### config.mk
export PLATFORM = sky130hd
export DESIGN_NAME = seq_detect_sched
export DESIGN_NICKNAME = d
export VERILOG_FILES = /design/src/rtl/seq_pkg.sv /design/src/rtl/rr_arb2.sv /design/src/rtl/seq_detect_sched.sv
export SDC_FILE = /design/constraint.sdc
export NUM_CORES = 1
export LEC_CHECK = 0
export BUFFER_PORTS_ARGS = -buffer_cell sky130_fd_sc_hd__buf_2
export CAP_MARGIN = 20
export CORE_UTILIZATION = 48
export DETAILED_ROUTE_END_ITERATION = 10
export PLACE_DENSITY = 0.75
export RECOVER_POWER = 100
export SLEW_MARGIN = 30
export SYNTH_ARGS = -nofsm -noshare
export SYNTH_HDL_FRONTEND = slang
export SYNTH_SLANG_ARGS = --single-unit
### constraint.sdc
create_clock -name i_clk -period 1.5 [get_ports i_clk]
set_input_delay 0.15 -clock i_clk [delete_from_list [all_inputs] [get_ports i_clk]]
set_output_delay 0.15 -clock i_clk [all_outputs]
set_load 0.005 [all_outputs]
### src/rtl/seq_pkg.sv
// Shared constants for the seq_detect_sched scheduler and its round-robin arbiter.
package seq_pkg;

    localparam int WORD_W_DEF = 8;
    localparam int N_REQ      = 2;

    localparam logic [2:0] S_IDLE  = 3'd0;
    localparam logic [2:0] S_GRANT = 3'd1;
    localparam logic [2:0] S_SHIFT = 3'd2;
    localparam logic [2:0] S_WAIT  = 3'd3;
    localparam logic [2:0] S_DONE  = 3'd4;

endpackage

### src/rtl/rr_arb2.sv
// Two-way round-robin arbiter: combinational winner plus the tie-break pointer.
module rr_arb2
    import seq_pkg::*;
(
    input  logic             i_clk,
    input  logic             i_rst_n,
    input  logic [N_REQ-1:0] i_req,
    input  logic             i_update,
    output logic             o_any,
    output logic             o_winner
);

    // r_rrPtr names the requester that wins a tie; it moves away from every winner.
    logic r_rrPtr;

    always_comb begin
        o_any = |i_req;
        case (i_req)
            2'b01:   o_winner = 1'b0;
            2'b10:   o_winner = 1'b1;
            2'b11:   o_winner = r_rrPtr;
            default: o_winner = 1'b0;
        endcase
    end

    always_ff @(posedge i_clk or negedge i_rst_n) begin
        if (!i_rst_n) begin
            r_rrPtr <= 1'b0;
        end else if (i_update && o_any) begin
            r_rrPtr <= ~o_winner;
        end
    end

endmodule

### src/rtl/seq_detect_sched.sv
// Shares one bit-serial sequence detector between two requesters: arbitrate,
// serialize the granted word MSB-first, collect the verdict, return a tagged response.
module seq_detect_sched
    import seq_pkg::*;
#(
    parameter int WORD_W      = WORD_W_DEF,
    parameter int RESULT_WAIT = 2
) (
    input  logic              i_clk,
    input  logic              i_rst_n,
    input  logic [N_REQ-1:0]  i_req,
    input  logic [WORD_W-1:0] i_data0,
    input  logic [WORD_W-1:0] i_data1,
    output logic [N_REQ-1:0]  o_gnt,
    output logic              o_det_in,
    output logic              o_det_rst,
    input  logic              i_det_match,
    input  logic              i_det_err,
    output logic              o_rsp_valid,
    output logic              o_rsp_id,
    output logic              o_rsp_match,
    output logic              o_rsp_err
);

    localparam int BIT_W  = $clog2(WORD_W);
    localparam int WAIT_W = $clog2(RESULT_WAIT + 1);
    localparam logic [BIT_W-1:0]  BIT_LAST  = BIT_W'(WORD_W - 1);
    localparam logic [WAIT_W-1:0] WAIT_LAST = WAIT_W'(RESULT_WAIT - 1);

    logic [2:0]        r_state;
    logic [WORD_W-1:0] r_shift;
    logic [BIT_W-1:0]  r_bitCnt;
    logic [WAIT_W-1:0] r_waitCnt;
    logic              r_id;
    logic              r_match;
    logic              r_err;

    logic w_any;
    logic w_winner;
    logic w_detMatch;
    logic w_detErr;

    rr_arb2 u_arb (
        .i_clk    (i_clk),
        .i_rst_n  (i_rst_n),
        .i_req    (i_req),
        .i_update (r_state == S_IDLE),
        .o_any    (w_any),
        .o_winner (w_winner)
    );

    // An unknown detector output may only ever count as an error, never as a match.
    assign w_detMatch = (i_det_match === 1'b1);
    assign w_detErr   = (i_det_err !== 1'b0) || ((i_det_match !== 1'b0) && (i_det_match !== 1'b1));

    always_ff @(posedge i_clk or negedge i_rst_n) begin
        if (!i_rst_n) begin
            r_state   <= S_IDLE;
            r_shift   <= '0;
            r_bitCnt  <= '0;
            r_waitCnt <= '0;
            r_id      <= 1'b0;
            r_match   <= 1'b0;
            r_err     <= 1'b0;
        end else begin
            case (r_state)
                S_IDLE: begin
                    if (w_any) begin
                        r_id    <= w_winner;
                        r_state <= S_GRANT;
                    end
                end
                S_GRANT: begin
                    r_shift  <= r_id ? i_data1 : i_data0;
                    r_bitCnt <= '0;
                    r_match  <= 1'b0;
                    r_err    <= 1'b0;
                    r_state  <= S_SHIFT;
                end
                // The first shift cycle is the detector leaving its init state, so err is not trusted there.
                S_SHIFT: begin
                    r_shift <= {r_shift[WORD_W-2:0], 1'b0};
                    if (w_detErr && (r_bitCnt != '0)) begin
                        r_err   <= 1'b1;
                        r_state <= S_DONE;
                    end else if (r_bitCnt == BIT_LAST) begin
                        r_waitCnt <= '0;
                        r_state   <= S_WAIT;
                    end else begin
                        r_bitCnt <= r_bitCnt + BIT_W'(1);
                    end
                end
                S_WAIT: begin
                    if (w_detMatch) begin
                        r_match <= 1'b1;
                    end
                    if (w_detErr) begin
                        r_err <= 1'b1;
                    end
                    if (w_detMatch || w_detErr || (r_waitCnt == WAIT_LAST)) begin
                        r_state <= S_DONE;
                    end else begin
                        r_waitCnt <= r_waitCnt + WAIT_W'(1);
                    end
                end
                S_DONE: begin
                    r_match <= 1'b0;
                    r_err   <= 1'b0;
                    r_state <= S_IDLE;
                end
                default: r_state <= S_IDLE;
            endcase
        end
    end

    assign o_gnt       = (r_state == S_GRANT) ? (N_REQ'(1) << r_id) : '0;
    assign o_det_in    = (r_state == S_SHIFT) && r_shift[WORD_W-1];
    assign o_det_rst   = (r_state != S_SHIFT) && (r_state != S_WAIT);
    assign o_rsp_valid = (r_state == S_DONE);
    assign o_rsp_id    = (r_state == S_DONE) && r_id;
    assign o_rsp_match = (r_state == S_DONE) && r_match;
    assign o_rsp_err   = (r_state == S_DONE) && r_err;

endmodule

==> results.toml <==
[sta]
slew_headroom_pct = 68.3
finClkSkew_ns = 0.0187
finalHoldViolations = 0
fin_crit_sh_pct = 102
drv_slew = 0
fmax_ghz = 0.653
fin_crit_ns = 1.53
rsz0062_at_grt = "true"
worst_slack_ns = -0.0311
setup_violations = 6
worstMarginPinSlew_ns = 0.472

[logic_synthesis]
synth.top_cell.area_share_pct = 36.6
async_flop_share_pct = 100
ys_seq_area_share_pct = 36.6
synth_area_um2 = 1370
syn_nets = 176
avgSynthCellArea_um2 = 9.13
synth_enable_flop_cells = 0
yosysMostFrequentCell = "dfrtp_1"
ys_top_cells_by_area = "dfrtp_1 (37%), mux2i_1 (5.9%), nand2_1 (5.2%)"
ys_warn_count = 0
synth_common_cells = "dfrtp_1 (20), nand2_1 (19), a21oi_1 (12)"
yosysTopAreaCell = "dfrtp_1"
yosys.cell_types.count = 43
syn_inst = 150
synth_flop_cell = "dfrtp_1"
synth-seq-cells = 20

[grt]
grt_max_degree = 21
grt_util_all_layers_pct = 25.0
grt_pass1_vias = 1365
antenna_found_initial = 0
grt_overflow = 0
grt_first_pass_wirelength_um = 6120

[cts]
insertion_delay_ns = 0.31
cts_tree = "yes"
htree_levels = 1
cts_made_buffers = 3
clk_pin_slew_ns = 0.14
cts_root_buf = "clkbuf_4"
clockBufferDepth = 2
clock-sinks = 20

[placed_design]
dp_hpwl_um = 2440
routabilityCongestion = 0.815
port_buffers = 29

[layout]
area_growth_pct = 47.9
nets = 236
drive_gt1_share_pct = 46.4
final_util_pct = 74.1
insertedDiodeCount = 0

[route]
routedWlPerCell_um = 17.0
final_antenna_net_count = 0
firstDrtPassIters = 4
vias = 1443
routed_wl_um = 4070
viasPerCell = 6.01
drc_errors = 0
drt_iter0_drc = 93

[worst_setup_path]
cp-start-kind = "flip-flop"
cp_slowest_cell = "dfrtp_2"
cp_num_cells = 4
crit_path_cell_trace = "buf_6, nor2_4, and3_1, buf_2"
cp_max_fo = 6
worstReg2RegStart = "r_bitCnt[1]"
critPathKind = "flip-flop to output pin"
crit_family = "flip-flops"
r2r_cells = 4
worst_ep_required_time_ns = 1.35
max_stage_delay_ns = 0.48
crit_buf_inv = 2
r2r-end = "r_bitCnt[0]"
startpoint = "r_state[1]"
critical_path_arrival_ns = 1.38
crit_path_end_kind = "output pin"
r2r_setup_slack_ns = -0.02
critPathCapture = "o_rsp_id"

[floorplan]
ios = 30
dieArea_um2 = 3070
initial_core_util_pct = 50.1
die_w_um = 55.4
coreArea_um2 = 2730
die_h_um = 55.4
rows = 19

[pwr]
powerDensity_nw_per_um2 = 2140
p_seq_share_pct = 23.8
p_comb_share_pct = 65.7
swShare_pct = 40.1
leakagePower_nw = 0.965
net-switching-power_mw = 1.74
p_int_mw = 2.60
power_frac_clock_pct = 10.5
finalPower_mw = 4.34
ir_drop_uv = 1500

[outcome]
violations = "negative setup slack"
status = "complete, but fails checks"

[worst_hold_path]
min_from = "i_req[0]"
holdPathStages = 2
min_path_type = "input pin to flip-flop"

[job]
drv_cap = 0
-- what timing repair did --
| action | in CTS | in global routing |
|---|---|---|
| cloned | 1 | 1 |
| pin swaps | 4 | 8 |
| buffers inserted | 15 | 8 |
| hold endpoints to repair | 20 | 0 |
| resized for setup | 23 | 13 |
| endpoints found under the setup margin | 12 | 14 |
| hold buffers | 1 | 0 |
-- how the worst min path moves through the flow --
stage / endpoint / slack, ns
floorplan: r_bitCnt[0] / -0.15
global placement: r_shift[4] / 0.13
detailed placement: r_shift[4] / 0.13
CTS: r_id / 0.01
global route: r_id / 0.04
finish: r_id / 0.03
-- layout by cell type, fill, tap and decap left out, types with 2 or more instances in the layout --
cell type / n
nand3b_1: 2
ha_4: 2
o21ai_0: 8
buf_4: 27
mux2i_1: 7
nor3_1: 2
o211ai_1: 4
clkbuf_4: 3
a21oi_1: 12
and3_1: 2
dfrtp_1: 16
nor4bb_1: 3
nand2b_1: 2
a2bb2oi_1: 2
a22oi_1: 4
o221ai_2: 2
inv_2: 2
buf_6: 6
or2_2: 2
buf_12: 2
o31ai_1: 2
buf_2: 28
and2_1: 3
ha_2: 2
a211o_1: 2
inv_1: 6
dfrtp_2: 4
a31oi_1: 2
nand2_1: 19
-- logic make-up (layout without fill, tap and decap cells) --
logic type | after synthesis | after routing | synth area share (%)
multiplexers | 8 | 8 | 5.85
AO/OA/AOI/OAI | 47 | 47 | 25.0
buffers and inverters | 20 | 79 | 6.03
adder cells (fa/ha/maj) | 4 | 4 | 3.66
AND/OR/NAND/NOR | 51 | 51 | 22.9
flip-flops | 20 | 20 | 36.6
-- layout make-up --
| class | count | area (µm²) |
|---|---|---|
| clock buffers | 3 | 22.5 |
| clock inverters | 1 | 30.0 |
| fillers | 189 | 709 |
| inverters | 8 | 30.0 |
| multi-input cells | 110 | 887 |
| flip-flops and latches | 20 | 505 |
| well taps | 31 | 38.8 |
| repair buffers | 67 | 510 |
-- sequential cells by signal (all words and copies together), names as in the netlist --
register / cells
r_shift: 8
r_id: 1
r_bitCnt: 3
u_arb.r_rrPtr: 1
r_waitCnt: 2
r_err: 1
r_state: 3
r_match: 1
-- power by group through the flow --
stage	registers (mW)	logic [mW]	clock network (mW)
after floorplan	0.941	1.41	0
after global placement	1.03	1.80	0
after detailed placement	1.05	1.90	0
after CTS	1.00	2.57	0.463
after global routing	1.05	3.07	0.478
final	1.03	2.85	0.454
-- per-layer routing --
metal,vias to the layer above,wire length [µm],global-route usage (%)
met3,10,204,2.11
met2,58,2240,47.0
li1,673,-,-
met1,702,1560,29.2
met5,-,0,0
met4,0,76,9.64
-- stage by stage --
step	setup WS, ns	setup TNS, ns	area [µm²]	hold slack, ns	instances
finish	-0.0311	-0.127	2020	0.0291	240
global route	-0.0848	-0.664	2020	0.0409	240
CTS	-0.0699	-0.169	1910	0.00959	231
detailed placement	-0.0953	-0.243	1600	0.132	210
global placement	0.0162	0	1600	0.135	210
floorplan	0.00307	0	1370	-0.146	150
(Power assumes the default switching activity.)
